## src/rtl/decoder_2to4_behav.sv

```systemverilog
// -----------------------------------------------------------------------------
// decoder_2to4_behav
//
// Behavioural 2-to-4 line decoder. A 2-bit select code is turned into one
// active line on a purely combinational output. An enable-gated registered
// copy is also provided for synchronous consumers.
//
// Parameters
//   ACTIVE_LOW_OUT : 0 -> the selected line is 1 and the others are 0.
//                    1 -> every bit of out/out_q is inverted, reset value too.
//
// Ports
//   clk     in   1  rising-edge clock for the registered path
//   rst_n   in   1  synchronous active-low reset (priority over en)
//   in      in   2  select code
//   en      in   1  load enable for the registered path
//   out     out  4  combinational decode of in
//   out_q   out  4  registered decode, loaded when en=1
//   valid_q out  1  out_q holds a value loaded since the last reset
// -----------------------------------------------------------------------------
module decoder_2to4_behav #(
    parameter bit ACTIVE_LOW_OUT = 1'b0
) (
    input  logic       clk,
    input  logic       rst_n,
    input  logic [1:0] in,
    input  logic       en,
    output logic [3:0] out,
    output logic [3:0] out_q,
    output logic       valid_q
);

    // Output polarity is applied by XOR with this mask. The registered reset
    // value uses the same mask, so "all inactive" is 0000 or 1111.
    localparam logic [3:0] POL_MASK = ACTIVE_LOW_OUT ? 4'hF : 4'h0;

    logic [3:0] dec_hot;
    logic [3:0] out_q_reg;
    logic       valid_q_reg;

    // One equality compare per line. When in carries X or Z, each compare
    // evaluates to X, so the whole output goes X. No default line is
    // substituted in that case.
    genvar gi;
    generate
        for (gi = 0; gi < 4; gi++) begin : g_dec
            localparam logic [1:0] LINE_CODE = gi;
            assign dec_hot[gi] = (in == LINE_CODE);
        end
    endgenerate

    assign out = dec_hot ^ POL_MASK;

    // Registered copy. The value present on in at the loading edge is the
    // one captured. There is no extra recovery cycle after reset.
    always_ff @(posedge clk) begin
        if (!rst_n) begin
            out_q_reg   <= POL_MASK;
            valid_q_reg <= 1'b0;
        end else if (en) begin
            out_q_reg   <= out;
            valid_q_reg <= 1'b1;
        end
    end

    assign out_q   = out_q_reg;
    assign valid_q = valid_q_reg;

endmodule

```

## config.mk

```make
export PLATFORM = sky130hd
export DESIGN_NAME = decoder_2to4_behav
export DESIGN_NICKNAME = d
export VERILOG_FILES = /design/src/rtl/decoder_2to4_behav.sv
export SDC_FILE = /design/constraint.sdc
export NUM_CORES = 1
export LEC_CHECK = 0
export CAP_MARGIN = 20
export CORE_AREA = 2 2 39 41
export DETAILED_ROUTE_END_ITERATION = 8
export DIE_AREA = 0 0 41 43
export PLACE_DENSITY = 0.52
export SETUP_SLACK_MARGIN = 0.2
export SYNTH_ARGS = -nofsm -noshare
export SYNTH_HDL_FRONTEND = slang
export SYNTH_SLANG_ARGS = --single-unit
```

## constraint.sdc

```tcl
create_clock -name clk -period 0.9 [get_ports clk]
set_input_delay 0.225 -clock clk [delete_from_list [all_inputs] [get_ports clk]]
set_output_delay 0.225 -clock clk [all_outputs]
set_load 0.01 [all_outputs]
```

==> results of run 1 <==
[cells in the final DEF, fill, tap and decap left out, drive strengths merged]
| cell type | count |
|---|---|
| o21a | 1 |
| inv | 1 |
| nor2b | 1 |
| nand2 | 2 |
| nor2 | 1 |
| buf | 20 |
| dfxtp | 5 |
| and2b | 1 |
| o21ai | 1 |
| a31o | 2 |
| and3b | 2 |
| nand3b | 2 |
| clkdlybuf4s15 | 1 |
| clkbuf | 5 |
| o31ai | 1 |
[metal layers]
metal	vias up	GRT usage	part of all wire	routed length [um]
li1	125	-	-	-
met2	16	0.0906	0.45	277
met5	-	0	0	0
met4	0	0.0800	0.011	7
met3	2	0.0419	0.17	103
met1	108	0.0897	0.37	228
[layout make-up]
cell class | count | area, sq um | share of cell area
Tap cell | 16 | 20.0 | 0.0386
Timing Repair Buffer | 22 | 234 | 0.451
Multi-Input combinational cell | 14 | 129 | 0.248
Sequential cell | 5 | 106 | 0.205
Inverter | 1 | 3.75 | 0.00723
Clock buffer | 4 | 26.3 | 0.0506
[path summary, 6_finish.rpt]
check	startpoint	end	slack [ps]	cells past startpoint
setup / recovery	in[0]	out[2]	-4	3
hold / removal	in[1]	out_q[0]	190	2
setup reg to reg	out_q[1]	out_q[1]	150	2
hold reg to reg	valid_q	valid_q	460	1
[timing repair]
item,4_1_cts,5_1_grt
pin swaps,2,1
cloned,0,0
endpoints found under the setup margin,14,14
resized for setup,70,11
buffers inserted,4,0
[cells in the mapped netlist]
library cell,count
sky130_fd_sc_hd__dfxtp_1,5
sky130_fd_sc_hd__a31o_1,2
sky130_fd_sc_hd__and3b_1,2
sky130_fd_sc_hd__nand2_1,2
sky130_fd_sc_hd__nand3b_1,2
sky130_fd_sc_hd__and2b_4,1
sky130_fd_sc_hd__inv_1,1
sky130_fd_sc_hd__nor2_1,1
sky130_fd_sc_hd__nor2b_1,1
sky130_fd_sc_hd__o21a_1,1
sky130_fd_sc_hd__o21ai_1,1
sky130_fd_sc_hd__o31ai_1,1
[cells by family (layout without fill, tap and decap cells)]
kind of cell           Yosys count  after routing  share of synthesized area
AO/OA/AOI/OAI                    5              5                      0.186
buffers and inverters            1             27                     0.0186
AND/OR/NAND/NOR                  9              9                      0.298
flip-flops                       5              5                      0.497
[where the power goes]
group / switching (mW) / internal [mW] / total [mW]
registers: 0.00661 / 0.235 / 0.241
logic: 0.0575 / 0.103 / 0.161
clock network: 0.0876 / 0.167 / 0.255
==> metrics.cfg, run 1 <==
[drt]
wire_per_inst_um=9.95
drt_first_pass_iters=4
via_density=4.05
drtAntennaViolNets=0
number_of_remaining_drc_errors=0
routed_wl_um=617
detail_route.iter0.violations=2
via_count=251

[yosys]
yosysTopAreaCellShare=0.497
netlist_top_cells_area=sky130_fd_sc_hd__dfxtp_1 (50%), sky130_fd_sc_hd__a31o_1 (8.7%), sky130_fd_sc_hd__and3b_1 (8.7%)
synth-seq-area-share=0.497
synth.net_count=25
synthesis.area_sq_um=201
synth.avg_cell_area_sq_um=10.1
synthDominantAreaCellType=sky130_fd_sc_hd__dfxtp_1
yosys_warnings=0
synth_cells=20
synthDistinctLibCells=12
synth.ff_latch_count=5

[clock_tree]
clkLatencyLatePin_ps=240
numClockSinks=5
worst_setup_hold_path_clk_slew_ps=40
clock-root-buffer=sky130_fd_sc_hd__clkbuf_4
tritoncts_clock_tree=built
ctsHoldBuffers=0
ctsLongestPathBuffers=2
cts-buffers-inserted=3
htree_num_levels=1

[timing]
max_slew.worst_pin.slew_ps=166
period_share=1.00
setup_tns_after_final_layout_ps=-4.02
final.min_clock_period_ps=904
timing.final.ws_setup_ps=-4.02
final-hold-violation-count=0
finalMaxSlewViolations=0
slew_headroom=0.888
finalSetupViolations=1
final.hold.worst_slack_ps=185
peak_clock_frequency_supported_by_timing_mhz=1110
clock-skew-final_ps=0
grt_setup_unrepaired=true

[layout]
n_antenna_cell=0
postLayoutCoreUtil=0.375
areaGrowthSynthToFinish_pct=158
final_area_sq_um=519
nNetsFinal=52
largest_register_ffs=4
drive_above_1_share=0.783
layoutNonFillerInstCount=62
fill_cells=153

[die]
initial_util=0.146
die-area_sq_mm=0.00176
std_cell_rows=14
ios=14
placeableCoreArea_sq_mm=0.00138
die-width_um=41
die_y_um=43

[critical_path]
crit_path_max_fanout=5
critical_path.n_buffers_inverters=2
critPathTopFamily=simple AND/OR/NAND/NOR gates
crit_path_cell_trace=buf_8, and2b_4, buf_6
worst_setup_path_start_kind=input pin
critical_path.max_stage_delay_ps=250
critPathKind=input pin to primary output
endpoint_kind=primary output
cp_data_arrival_time_ps=680
required_ps=670
critical_path.slowest_cell=sky130_fd_sc_hd__and2b_4

[run]
timing.max_cap.violations=0

[status]
run_status=finished with violations
violated_checks=negative setup slack

[grt]
grt_pass1_vias=220
grt_antenna_before_repair=0
maximum_number_of_pins_on_one_net_before_global_route_repair=8
global_route.overflow_total=0
global_route.usage.total=0.0772
grt_first_pass_wirelength_um=869

[place]
place.detailed.instances=54
placed_cell_area_sq_um=392
worst_case_setup_slack_after_placement_ps=-851
place.gp.congestion=0.643
port_buffers=13

[power]
irDropWorstVdd_mv=0.441
power.static_leakage_nw=0.249
power_density_mw_per_mm2=1270
totalPowerFinal_mw=0.657

[worst_hold_path]
min-delay-path-class=input pin to flop

No activity file was read; power rests on OpenSTA's default activity.
==> run 2: changes to the inputs <==
CTS_CLUSTER_SIZE = 40   (was default)
==> results of run 2 <==
No change in the layout: final DEF, timing and power equal those of run 1.
